[src/rtl/button_press_if.sv]
// button_press_if
//   Request/status bundle between a press requester and button_press_gen.
//   Signals:
//     req      requester -> generator  one-cycle press request
//     clr_ovf  requester -> generator  clears the sticky overflow flag
//     btn_n    generator -> requester  emulated active-low button
//     busy     generator -> requester  a press or its recovery gap is in progress
//     done     generator -> requester  one-cycle pulse when btn_n returns high
//     pending  generator -> requester  queued requests not yet started
//     overflow generator -> requester  sticky, a request was dropped
//   Modports: master = requester side, slave = generator side.
interface button_press_if #(
  parameter int QUEUE_W = 3
);
  logic               req;
  logic               clr_ovf;
  logic               btn_n;
  logic               busy;
  logic               done;
  logic [QUEUE_W-1:0] pending;
  logic               overflow;

  modport master (
    output req, clr_ovf,
    input  btn_n, busy, done, pending, overflow
  );

  modport slave (
    input  req, clr_ovf,
    output btn_n, busy, done, pending, overflow
  );
endinterface

[src/rtl/button_press_gen.sv]
// button_press_gen
//   Turns one-cycle press requests into clean active-low button presses for a
//   downstream debouncer: each press is HOLD_CYCLES low followed by GAP_CYCLES
//   high. Requests arriving while a press is in flight are queued in a
//   saturating counter; a request that finds the queue full is dropped and
//   raises a sticky overflow flag.
//   Ports:
//     clk    rising-edge clock
//     reset  synchronous reset, active low (0 = reset)
//     bus    button_press_if.slave: req, clr_ovf in; btn_n, busy, done,
//            pending, overflow out (all registered)
module button_press_gen #(
  parameter int HOLD_CYCLES = 4,
  parameter int GAP_CYCLES  = 65536,
  parameter int CNT_W       = 17,
  parameter int QUEUE_W     = 3
) (
  input logic           clk,
  input logic           reset,
  button_press_if.slave bus
);

  typedef enum logic [1:0] {
    ST_IDLE  = 2'd0,
    ST_PRESS = 2'd1,
    ST_GAP   = 2'd2
  } state_t;

  localparam logic [CNT_W-1:0]   HOLD_LAST  = CNT_W'(HOLD_CYCLES - 1);
  localparam logic [CNT_W-1:0]   GAP_LAST   = CNT_W'(GAP_CYCLES - 1);
  localparam logic [CNT_W-1:0]   TIMER_ZERO = {CNT_W{1'b0}};
  localparam logic [CNT_W-1:0]   TIMER_ONE  = {{(CNT_W-1){1'b0}}, 1'b1};
  localparam logic [QUEUE_W-1:0] PEND_ZERO  = {QUEUE_W{1'b0}};
  localparam logic [QUEUE_W-1:0] PEND_ONE   = {{(QUEUE_W-1){1'b0}}, 1'b1};
  localparam logic [QUEUE_W-1:0] PEND_MAX   = {QUEUE_W{1'b1}};

  state_t             state_r;
  logic [CNT_W-1:0]   timer_r;
  logic               btn_n_r;
  logic               busy_r;
  logic               done_r;
  logic [QUEUE_W-1:0] pending_r;
  logic               overflow_r;

  logic               press_last_s;
  logic               gap_last_s;
  logic               pend_nz_s;
  logic               enq_s;
  logic               deq_s;
  logic               drop_s;
  logic [QUEUE_W-1:0] pending_nxt_s;

  assign bus.btn_n    = btn_n_r;
  assign bus.busy     = busy_r;
  assign bus.done     = done_r;
  assign bus.pending  = pending_r;
  assign bus.overflow = overflow_r;

  // Queue bookkeeping: what this edge adds to and removes from the pending count.
  always_comb begin
    press_last_s  = (state_r == ST_PRESS) && (timer_r == HOLD_LAST);
    gap_last_s    = (state_r == ST_GAP) && (timer_r == GAP_LAST);
    pend_nz_s     = (pending_r != PEND_ZERO);
    // A request is queued unless it can start directly from an empty idle.
    enq_s         = bus.req && ((state_r != ST_IDLE) || pend_nz_s);
    // A queued press starts from idle, or at the end of a gap when the queue
    // (including a request arriving on this very edge) is non-empty.
    deq_s         = ((state_r == ST_IDLE) && pend_nz_s) ||
                    (gap_last_s && (pend_nz_s || bus.req));
    // A simultaneous dequeue frees a slot, so the request is never lost then.
    drop_s        = enq_s && !deq_s && (pending_r == PEND_MAX);
    pending_nxt_s = pending_r;
    case ({enq_s, deq_s})
      2'b10:   pending_nxt_s = drop_s ? pending_r : (pending_r + PEND_ONE);
      2'b01:   pending_nxt_s = pending_r - PEND_ONE;
      default: pending_nxt_s = pending_r;
    endcase
  end

  // Press FSM with registered outputs, queue counter and sticky overflow.
  always_ff @(posedge clk) begin
    if (!reset) begin
      state_r    <= ST_IDLE;
      timer_r    <= TIMER_ZERO;
      btn_n_r    <= 1'b1;
      busy_r     <= 1'b0;
      done_r     <= 1'b0;
      pending_r  <= PEND_ZERO;
      overflow_r <= 1'b0;
    end else begin
      pending_r <= pending_nxt_s;
      // A fresh drop wins over a clear on the same edge.
      if (drop_s) begin
        overflow_r <= 1'b1;
      end else if (bus.clr_ovf) begin
        overflow_r <= 1'b0;
      end else begin
        overflow_r <= overflow_r;
      end
      done_r <= 1'b0;
      case (state_r)
        ST_IDLE: begin
          timer_r <= TIMER_ZERO;
          if (bus.req || pend_nz_s) begin
            state_r <= ST_PRESS;
            btn_n_r <= 1'b0;
            busy_r  <= 1'b1;
          end else begin
            state_r <= ST_IDLE;
            btn_n_r <= 1'b1;
            busy_r  <= 1'b0;
          end
        end
        ST_PRESS: begin
          if (press_last_s) begin
            state_r <= ST_GAP;
            timer_r <= TIMER_ZERO;
            btn_n_r <= 1'b1;
            done_r  <= 1'b1;
          end else begin
            timer_r <= timer_r + TIMER_ONE;
          end
        end
        ST_GAP: begin
          if (gap_last_s) begin
            timer_r <= TIMER_ZERO;
            if (deq_s) begin
              // Next queued press follows with no idle cycle in between.
              state_r <= ST_PRESS;
              btn_n_r <= 1'b0;
            end else begin
              state_r <= ST_IDLE;
              busy_r  <= 1'b0;
            end
          end else begin
            timer_r <= timer_r + TIMER_ONE;
          end
        end
        default: begin
          state_r <= ST_IDLE;
          timer_r <= TIMER_ZERO;
          btn_n_r <= 1'b1;
          busy_r  <= 1'b0;
        end
      endcase
    end
  end

endmodule

[src/flat_wrapper.sv]
// flat-port wrapper written by rule: the top's interface ports become plain ports
module button_press_gen_flat 
#(
  parameter int HOLD_CYCLES = 4,
  parameter int GAP_CYCLES  = 65536,
  parameter int CNT_W       = 17,
  parameter int QUEUE_W     = 3
)
  (clk, reset, bus_req, bus_clr_ovf, bus_btn_n, bus_busy, bus_done, bus_pending, bus_overflow);
  button_press_if #(.QUEUE_W(QUEUE_W)) bus_i ();
  input logic clk;
  input logic reset;
  input wire logic [$bits(bus_i.req)-1:0] bus_req;
  input wire logic [$bits(bus_i.clr_ovf)-1:0] bus_clr_ovf;
  output wire logic [$bits(bus_i.btn_n)-1:0] bus_btn_n;
  output wire logic [$bits(bus_i.busy)-1:0] bus_busy;
  output wire logic [$bits(bus_i.done)-1:0] bus_done;
  output wire logic [$bits(bus_i.pending)-1:0] bus_pending;
  output wire logic [$bits(bus_i.overflow)-1:0] bus_overflow;
  assign bus_i.req = bus_req;
  assign bus_i.clr_ovf = bus_clr_ovf;
  assign bus_btn_n = bus_i.btn_n;
  assign bus_busy = bus_i.busy;
  assign bus_done = bus_i.done;
  assign bus_pending = bus_i.pending;
  assign bus_overflow = bus_i.overflow;
  button_press_gen #(.HOLD_CYCLES(HOLD_CYCLES), .GAP_CYCLES(GAP_CYCLES), .CNT_W(CNT_W), .QUEUE_W(QUEUE_W)) u_core (.clk(clk), .reset(reset), .bus(bus_i));
endmodule
[config.mk]
export PLATFORM = sky130hd
export DESIGN_NAME = button_press_gen_flat
export DESIGN_NICKNAME = d
export VERILOG_FILES = /design/src/rtl/button_press_if.sv /design/src/rtl/button_press_gen.sv /design/src/flat_wrapper.sv
export SDC_FILE = /design/constraint.sdc
export NUM_CORES = 1
export LEC_CHECK = 0
export ABC_CLOCK_PERIOD_IN_PS = 4000
export CAP_MARGIN = 30
export CORE_MARGIN = 2
export CORE_UTILIZATION = 56
export CTS_CLUSTER_SIZE = 30
export DETAILED_ROUTE_END_ITERATION = 16
export PLACE_DENSITY = 0.77
export SLEW_MARGIN = 20
export SYNTH_ARGS = -nofsm -noshare
export SYNTH_HDL_FRONTEND = slang
export SYNTH_SLANG_ARGS = --single-unit
[constraint.sdc]
create_clock -name clk -period 4 [get_ports clk]
set_input_delay 0.8 -clock clk [delete_from_list [all_inputs] [get_ports clk]]
set_output_delay 0.8 -clock clk [all_outputs]
set_load 0.02 [all_outputs]
==> results of run 1 <==
## sequential cells by signal (all words and copies together) (netlist names)
register / flops
u_core.bus.btn_n: 1
u_core.state_r: 2
u_core.bus.pending: 3
u_core.bus.overflow: 1
u_core.bus.done: 1
u_core.bus.busy: 1
u_core.timer_r: 17
## how the worst max path moves through the flow
stage                     slack [ns]  cells past startpoint         startpoint                    end
after floorplan                 0.90                     12  u_core.timer_r[0]  u_core.bus.pending[2]
after global placement          0.73                     12  u_core.timer_r[0]  u_core.bus.pending[2]
after detailed placement        0.55                     12  u_core.timer_r[0]  u_core.bus.pending[2]
after CTS                       0.52                     12  u_core.timer_r[0]  u_core.bus.pending[2]
after global routing            0.17                     12  u_core.timer_r[0]  u_core.bus.pending[2]
final                           0.49                     12  u_core.timer_r[0]  u_core.bus.pending[2]
## layout make-up
class / count / area (µm²)
Clock buffer: 3 / 22.52
Clock inverter: 1 / 30.03
Fill cell: 196 / 710.7
Inverter: 15 / 56.30
Multi-Input combinational cell: 115 / 758.2
Sequential cell: 26 / 520.5
Tap cell: 28 / 35.03
Timing Repair Buffer: 10 / 100.1
## routing by layer
layer,share of wire,wire (µm),track usage,vias up
met5,0,0,0,-
met4,0.024,61,0.1197,0
met3,0.019,47,0.03390,7
met2,0.48,1207,0.3792,14
met1,0.47,1173,0.2469,505
li1,-,-,-,586
## kinds of logic (layout without fill, tap and decap cells)
logic type,Yosys count,in the layout,synth area share
AND/OR/NAND/NOR,73,73,0.2889
buffers and inverters,16,29,0.04753
AO/OA/AOI/OAI,22,22,0.1193
adder cells (fa/ha/maj),7,7,0.07083
XOR/XNOR,12,12,0.07828
multiplexers,1,1,0.007456
flip-flops,26,26,0.3877
## stage by stage
stage / total power, W / setup slack (ns)
2_1_floorplan: 0.0005081 / 0.8976
3_3_place_gp: 0.0005803 / 0.7284
3_5_place_dp: 0.0005902 / 0.5489
4_1_cts: 0.0007696 / 0.5177
5_1_grt: 0.0008154 / 0.1735
6_report: 0.0007665 / 0.4877
## critical path, delay by kind of cell, from the launching register on
kind | cells | cell delay (ns)
simple gates | 7 | 1.66
compound gates | 1 | 0.10
fa+ha+maj | 3 | 0.92
mux | 1 | 0.32
flops | 1 | 0.41
## synth_stat cells (2+ instances only)
cell type                   n
sky130_fd_sc_hd__nand2b_1   3
sky130_fd_sc_hd__or4_1      2
sky130_fd_sc_hd__dfxtp_1   26
sky130_fd_sc_hd__nor2b_1    2
sky130_fd_sc_hd__o21a_1     2
sky130_fd_sc_hd__ha_1       6
sky130_fd_sc_hd__a21oi_1    6
sky130_fd_sc_hd__xnor2_1   10
sky130_fd_sc_hd__nand4_1    5
sky130_fd_sc_hd__xor2_1     2
sky130_fd_sc_hd__o21ai_0    2
sky130_fd_sc_hd__or3_1      2
sky130_fd_sc_hd__o31ai_1    3
sky130_fd_sc_hd__nor3_1     7
sky130_fd_sc_hd__nor2_1    22
sky130_fd_sc_hd__nand3_1    5
sky130_fd_sc_hd__nor4_1    10
sky130_fd_sc_hd__nand2_1    7
sky130_fd_sc_hd__inv_1     15
## power by group
group	total [W]	switching (W)	leakage, nW	internal [W]
clock network	0.000181	0.0000795	0.0279	0.000101
registers	0.000322	0.0000337	0.211	0.000288
logic	0.000264	0.000142	0.272	0.000122
total	0.000766	0.000255	0.511	0.000512
==> impl_results.html, run 1 <==
<table>
<tr><th>Metric</th><th>Value</th></tr>
<tr><th colspan="2">Clock network</th></tr>
<tr><td>CTS root buffer</td><td>sky130_fd_sc_hd__clkbuf_4</td></tr>
<tr><td>Hold-fix buffer count after cts</td><td>0</td></tr>
<tr><td>Cts bufs inserted</td><td>3</td></tr>
<tr><td>Buffers inserted during post-CTS setup optimization</td><td>0</td></tr>
<tr><td>TritonCTS clock tree</td><td>done</td></tr>
<tr><td>Clock network latency to the later pin of the worst-skew pair</td><td>around 0.33 ns</td></tr>
<tr><td>Max H-tree Level</td><td>1</td></tr>
<tr><td>Maximum number of buffers from clock root to sink</td><td>2</td></tr>
<tr><td>Worst-path clk slew</td><td>0.15 ns</td></tr>
<tr><td>Number of clock sinks seen by CTS</td><td>26</td></tr>
<tr><td>Count of instances resized after the clock tree is built</td><td>0</td></tr>
<tr><th colspan="2">Timing</th></tr>
<tr><td>Max-slew violation total from the final report</td><td>0</td></tr>
<tr><td>Highest achievable clock rate</td><td>284.7 MHz</td></tr>
<tr><td>Hold Slack</td><td>0.4921 ns</td></tr>
<tr><td>Final worst-path cycle share</td><td>0.8781</td></tr>
<tr><td>Final hold violations</td><td>0</td></tr>
<tr><td>Shortest period the worst path allows</td><td>3.512 ns</td></tr>
<tr><td>Number of failing setup endpoints in the final timing report</td><td>0</td></tr>
<tr><td>Pin slew with the least headroom to its limit</td><td>just under 0.7 ns</td></tr>
<tr><td>Worst slew margin</td><td>0.5384</td></tr>
<tr><td>Final clock skew</td><td>0.01064 ns</td></tr>
<tr><td>Setup Total Neg Slack</td><td>0 ns</td></tr>
<tr><td>Unrepaired setup endpoints after global routing</td><td>false</td></tr>
<tr><th colspan="2">Synthesis</th></tr>
<tr><td>Seq/Total Area, Yosys</td><td>0.3877</td></tr>
<tr><td>Number of enable-type register cells in the synthesized netlist</td><td>0</td></tr>
<tr><td>Yosys warnings</td><td>0</td></tr>
<tr><td>Post-Syn Nets</td><td>168</td></tr>
<tr><td>Cell type with the largest total area after synthesis</td><td>sky130_fd_sc_hd__dfxtp_1</td></tr>
<tr><td>Gate count of the mapped netlist</td><td>157</td></tr>
<tr><td>Synth top area cells</td><td>sky130_fd_sc_hd__dfxtp_1 39%, sky130_fd_sc_hd__xnor2_1 6.5%, sky130_fd_sc_hd__nor2_1 6.2%, sky130_fd_sc_hd__ha_1 5.6%, sky130_fd_sc_hd__nor4_1 4.7%</td></tr>
<tr><td>Mapped Avg Cell Area</td><td>~8.6 µm²</td></tr>
<tr><td>Synthesized area</td><td>1343 µm²</td></tr>
<tr><td>Unique masters post-synth</td><td>39</td></tr>
<tr><td>Seq cells post-synth</td><td>26</td></tr>
<tr><td>Flip-flop cell with the highest count after synthesis</td><td>sky130_fd_sc_hd__dfxtp_1</td></tr>
<tr><td>Top-area cell type share of the netlist area</td><td>0.3877</td></tr>
<tr><td>FFs w/ async S/R, synth</td><td>0</td></tr>
<tr><th colspan="2">Worst setup path</th></tr>
<tr><td>Cells along the critical path</td><td>ha_1, nand4_1, or3_1, nor3_1, ha_1, nand4_1, mux2i_1, nor2_1, fa_1, nor4_1, o31ai_1, nor3b_1</td></tr>
<tr><td>Highest net fanout along the worst path</td><td>6</td></tr>
<tr><td>CP Capture Type</td><td>flip-flop</td></tr>
<tr><td>Reg-to-reg slack, setup</td><td>around 0.5 ns</td></tr>
<tr><td>Launching element type of the critical path</td><td>flip-flop</td></tr>
<tr><td>Worst R2R End</td><td>u_core.bus.pending[2]</td></tr>
<tr><td>Worst reg-to-reg path cell count</td><td>12</td></tr>
<tr><td>Required time at the endpoint of the critical path</td><td>about 4.2 ns</td></tr>
<tr><td>Arrival time reported for the critical path endpoint</td><td>3.73 ns</td></tr>
<tr><td>Slowest cell on crit path</td><td>sky130_fd_sc_hd__or3_1</td></tr>
<tr><td>Type of the setup path with the least slack</td><td>flip-flop to flip-flop</td></tr>
<tr><td>Crit-path max cell delay</td><td>0.43 ns</td></tr>
<tr><td>Startpoint of the most critical register-to-register path</td><td>u_core.timer_r[0]</td></tr>
<tr><th colspan="2">Detailed routing</th></tr>
<tr><td>Detailed Route Iter0 Violations</td><td>10</td></tr>
<tr><td>Wire per inst</td><td>12.58 µm</td></tr>
<tr><td>Count of nets left with antenna violations after detail routing</td><td>0</td></tr>
<tr><td>Via density</td><td>5.616</td></tr>
<tr><td>Residual DRC</td><td>0</td></tr>
<tr><td>DR pass1 iterations</td><td>4</td></tr>
<tr><td>Number of vias after detailed routing</td><td>1112</td></tr>
<tr><td>Drt total wl</td><td>around 2500 µm</td></tr>
<tr><th colspan="2">Hold path</th></tr>
<tr><td>Worst Hold Path EP</td><td>u_core.bus.busy</td></tr>
<tr><td>Class of the tightest hold or removal check</td><td>flip-flop to flip-flop</td></tr>
<tr><td>Worst hold start</td><td>u_core.bus.busy</td></tr>
<tr><td>Worst Hold Depth</td><td>2</td></tr>
<tr><th colspan="2">Finish</th></tr>
<tr><td>Design Area, Final</td><td>1523 µm²</td></tr>
<tr><td>End-of-flow core utilization</td><td>0.6818</td></tr>
<tr><td>Post-layout instance count excluding filler cells</td><td>198</td></tr>
<tr><td>Final net count</td><td>182</td></tr>
<tr><td>Most frequent cells in the layout</td><td>26 x sky130_fd_sc_hd__dfxtp_1, 22 x sky130_fd_sc_hd__nor2_1, 15 x sky130_fd_sc_hd__inv_1</td></tr>
<tr><td>Number of antenna cells inserted</td><td>0</td></tr>
<tr><td>Area grow syn2layout</td><td>13.42%</td></tr>
<tr><td>Most frequent standard cell in the layout excluding fill and tap cells</td><td>sky130_fd_sc_hd__dfxtp_1</td></tr>
<tr><td>Fraction of final layout cells with drive strength greater than 1</td><td>0.04706</td></tr>
<tr><th colspan="2">Global routing</th></tr>
<tr><td>Maximum number of pins on one net before global-route repair</td><td>18</td></tr>
<tr><td>GRT Resource Usage Total</td><td>0.2159</td></tr>
<tr><td>Number of global-route vias before repair</td><td>approximately 1100</td></tr>
<tr><td>Total congestion overflow after global routing</td><td>0</td></tr>
<tr><td>Wire length of the first global-routing pass</td><td>4450 µm</td></tr>
<tr><td>Initial antenna violation count</td><td>0</td></tr>
<tr><th colspan="2">Die</th></tr>
<tr><td>Core area</td><td>between 2000 and 2500 µm²</td></tr>
<tr><td>Die outline height</td><td>52.97 µm</td></tr>
<tr><td>Number of top-level pins</td><td>11</td></tr>
<tr><td>Starting density of the core</td><td>0.6011</td></tr>
<tr><td>Row count</td><td>17</td></tr>
<tr><td>Width of the die</td><td>52.97 µm</td></tr>
<tr><td>Die Footprint</td><td>2805 µm²</td></tr>
<tr><th colspan="2">Power</th></tr>
<tr><td>Pwr Density</td><td>503.4 nW/µm²</td></tr>
<tr><td>Leakage Power</td><td>0.5109 nW</td></tr>
<tr><td>Worst vdd rail ir drop</td><td>0.3407 mV</td></tr>
<tr><th colspan="2">Place</th></tr>
<tr><td>GPL Wtd Cong</td><td>0.8537</td></tr>
<tr><td>Post-DP Area</td><td>1470 µm²</td></tr>
<tr><td>Number of buffer cells added on primary ports</td><td>10</td></tr>
<tr><td>Estimated wirelength of the detail-placed design</td><td>1861 µm</td></tr>
<tr><td>Count of placed standard cells including taps</td><td>slightly below 200</td></tr>
<tr><th colspan="2">Run status</th></tr>
<tr><td>Run status</td><td>completed</td></tr>
<tr><th colspan="2">Job</th></tr>
<tr><td>Max_cap viols</td><td>0</td></tr>
</table>
Power figures use the tool's default switching activity.
==> run 2, diff against run 1 <==
- CORE_UTILIZATION: 56 -> 52
- PLACE_DENSITY: 0.77 -> 0.73
==> run 2 against run 1 <==
  * Clock skew fell by 0.0048 ns
  * Non-clock buffer count did not move
  * Hold slack got worse by 0.0012 ns
  * First-iteration DRC count rose to 3.3 times the previous value
  * Sequential power barely moved
  * Critical path type unchanged
==> impl_results.html, run 2 (synthesis results as in run 1) <==
<table>
<tr><th>Metric</th><th>Value</th></tr>
<tr><th colspan="2">Run status</th></tr>
<tr><td>Run status</td><td>completed</td></tr>
<tr><th colspan="2">Detailed routing</th></tr>
<tr><td>Number of vias after detailed routing</td><td>1158</td></tr>
<tr><td>Wire per inst</td><td>12.33 µm</td></tr>
<tr><td>Count of nets left with antenna violations after detail routing</td><td>0</td></tr>
<tr><td>Drt total wl</td><td>approximately 2500 µm</td></tr>
<tr><td>Detailed Route Iter0 Violations</td><td>33</td></tr>
<tr><td>DR pass1 iterations</td><td>4</td></tr>
<tr><td>Residual DRC</td><td>0</td></tr>
<tr><td>Via density</td><td>around 5.8</td></tr>
<tr><th colspan="2">Worst setup path</th></tr>
<tr><td>Required time at the endpoint of the critical path</td><td>4.22 ns</td></tr>
<tr><td>Arrival time reported for the critical path endpoint</td><td>3.70 ns</td></tr>
<tr><td>Launching element type of the critical path</td><td>flip-flop</td></tr>
<tr><td>Slowest cell on crit path</td><td>sky130_fd_sc_hd__or3_1</td></tr>
<tr><td>Highest net fanout along the worst path</td><td>6</td></tr>
<tr><td>Type of the setup path with the least slack</td><td>flip-flop to flip-flop</td></tr>
<tr><td>Cells along the critical path</td><td>ha_1, nand4_1, or3_1, nor3_1, ha_1, nand4_1, mux2i_1, nor2_1, fa_1, nor4_1, o31ai_1, nor3b_1</td></tr>
<tr><td>Crit-path max cell delay</td><td>~0.44 ns</td></tr>
<tr><td>CP Capture Type</td><td>flip-flop</td></tr>
<tr><td>Reg-to-reg slack, setup</td><td>roughly 0.52 ns</td></tr>
<tr><th colspan="2">Global routing</th></tr>
<tr><td>Total congestion overflow after global routing</td><td>0</td></tr>
<tr><td>Maximum number of pins on one net before global-route repair</td><td>18</td></tr>
<tr><td>GRT Resource Usage Total</td><td>0.1973</td></tr>
<tr><td>Initial antenna violation count</td><td>0</td></tr>
<tr><td>Wire length of the first global-routing pass</td><td>roughly 4400 µm</td></tr>
<tr><td>Number of global-route vias before repair</td><td>1005</td></tr>
<tr><th colspan="2">Die</th></tr>
<tr><td>Width of the die</td><td>54.81 µm</td></tr>
<tr><td>Core area</td><td>about 2500 µm²</td></tr>
<tr><td>Row count</td><td>18</td></tr>
<tr><td>Die outline height</td><td>around 55 µm</td></tr>
<tr><td>Die Footprint</td><td>3004 µm²</td></tr>
<tr><td>Number of top-level pins</td><td>11</td></tr>
<tr><td>Starting density of the core</td><td>0.5469</td></tr>
<tr><th colspan="2">Clock network</th></tr>
<tr><td>Worst-path clk slew</td><td>about 0.14 ns</td></tr>
<tr><td>Hold-fix buffer count after cts</td><td>0</td></tr>
<tr><td>Number of clock sinks seen by CTS</td><td>26</td></tr>
<tr><td>Cts bufs inserted</td><td>3</td></tr>
<tr><td>CTS root buffer</td><td>sky130_fd_sc_hd__clkbuf_4</td></tr>
<tr><td>Count of instances resized after the clock tree is built</td><td>0</td></tr>
<tr><td>Clock network latency to the later pin of the worst-skew pair</td><td>0.31 ns</td></tr>
<tr><td>TritonCTS clock tree</td><td>done</td></tr>
<tr><td>Buffers inserted during post-CTS setup optimization</td><td>0</td></tr>
<tr><td>Maximum number of buffers from clock root to sink</td><td>2</td></tr>
<tr><td>Max H-tree Level</td><td>1</td></tr>
<tr><th colspan="2">Timing</th></tr>
<tr><td>Max-slew violation total from the final report</td><td>0</td></tr>
<tr><td>Highest achievable clock rate</td><td>287.6 MHz</td></tr>
<tr><td>Worst slew margin</td><td>0.5285</td></tr>
<tr><td>Hold Slack</td><td>~0.49 ns</td></tr>
<tr><td>Pin slew with the least headroom to its limit</td><td>0.7052 ns</td></tr>
<tr><td>Setup Total Neg Slack</td><td>0 ns</td></tr>
<tr><td>Final worst-path cycle share</td><td>0.8692</td></tr>
<tr><td>Shortest period the worst path allows</td><td>3.477 ns</td></tr>
<tr><td>Number of failing setup endpoints in the final timing report</td><td>0</td></tr>
<tr><td>Unrepaired setup endpoints after global routing</td><td>false</td></tr>
<tr><td>Final hold violations</td><td>0</td></tr>
<tr><td>Minimum setup slack in the final design</td><td>approximately 0.52 ns</td></tr>
<tr><td>Final clock skew</td><td>0.005842 ns</td></tr>
<tr><th colspan="2">Finish</th></tr>
<tr><td>Fraction of final layout cells with drive strength greater than 1</td><td>0.04706</td></tr>
<tr><td>Area grow syn2layout</td><td>13.61%</td></tr>
<tr><td>End-of-flow core utilization</td><td>0.6213</td></tr>
<tr><td>Number of antenna cells inserted</td><td>0</td></tr>
<tr><td>Register containing the most flip-flops in the final layout</td><td>u_core.timer_r</td></tr>
<tr><td>Final net count</td><td>182</td></tr>
<tr><td>Most frequent standard cell in the layout excluding fill and tap cells</td><td>sky130_fd_sc_hd__dfxtp_1</td></tr>
<tr><td>Number of flip-flops under the largest register name</td><td>17</td></tr>
<tr><td>Most frequent cells in the layout</td><td>26 x sky130_fd_sc_hd__dfxtp_1, 22 x sky130_fd_sc_hd__nor2_1, 15 x sky130_fd_sc_hd__inv_1</td></tr>
<tr><th colspan="2">Place</th></tr>
<tr><td>Worst-case setup slack after placement</td><td>0.5277 ns</td></tr>
<tr><td>Estimated wirelength of the detail-placed design</td><td>between 1500 and 2000 µm</td></tr>
<tr><td>GPL Wtd Cong</td><td>0.8445</td></tr>
<tr><td>Number of buffer cells added on primary ports</td><td>10</td></tr>
<tr><th colspan="2">Power</th></tr>
<tr><td>Leakage Power</td><td>0.5109 nW</td></tr>
<tr><td>Design Power</td><td>0.0007611 W</td></tr>
<tr><td>Worst vdd rail ir drop</td><td>0.4773 mV</td></tr>
<tr><td>Pwr Density</td><td>499.0 nW/µm²</td></tr>
<tr><th colspan="2">Hold path</th></tr>
<tr><td>Class of the tightest hold or removal check</td><td>flip-flop to flip-flop</td></tr>
<tr><th colspan="2">Job</th></tr>
<tr><td>Max_cap viols</td><td>0</td></tr>
</table>
==> run 2: per-layer routing <==
layer	GRT usage	share of wire
met1	0.2970	0.50
met2	0.2877	0.44
met3	0.02459	0.054
met4	0.06250	0.0061
met5	0	0
==> run 2: final timing paths <==
check                                       start               endpoint  depth (start not counted)
worst max-delay path            u_core.timer_r[0]  u_core.bus.pending[2]                         12
worst max register to register  u_core.timer_r[0]  u_core.bus.pending[2]                         12
worst min register to register    u_core.bus.busy        u_core.bus.busy                          2
worst min-delay path              u_core.bus.busy        u_core.bus.busy                          2
==> run 2: report_power, final <==
group	total [W]	internal (W)	leakage, nW	switching (W)
registers	0.000321	0.000288	0.211	0.0000333
clock network	0.000178	0.000101	0.0279	0.0000768
logic	0.000262	0.000122	0.272	0.000140
total	0.000761	0.000511	0.511	0.000250
==> run 2: critical path: cells and delay by family, from the launching register on <==
family / cells / cell delay [ns]
flops: 1 / 0.41
mux: 1 / 0.33
fa+ha+maj: 3 / 0.90
simple gates: 7 / 1.64
compound gates: 1 / 0.09
==> run 2: layout make-up <==
| class | instances | area [µm²] |
|---|---|---|
| Fill cell | 213 | 929.6 |
| Multi-Input combinational cell | 115 | 758.2 |
| Sequential cell | 26 | 520.5 |
| Timing Repair Buffer | 10 | 100.1 |
| Inverter | 15 | 56.30 |
| Tap cell | 30 | 37.54 |
| Clock inverter | 1 | 30.03 |
| Clock buffer | 3 | 22.52 |
==> run 2: metrics by stage <==
step	area, µm²	std cells
after floorplan	1343	157
after global placement	1473	196
after detailed placement	1473	196
after CTS	1525	200
after global routing	1525	200
final	1525	200
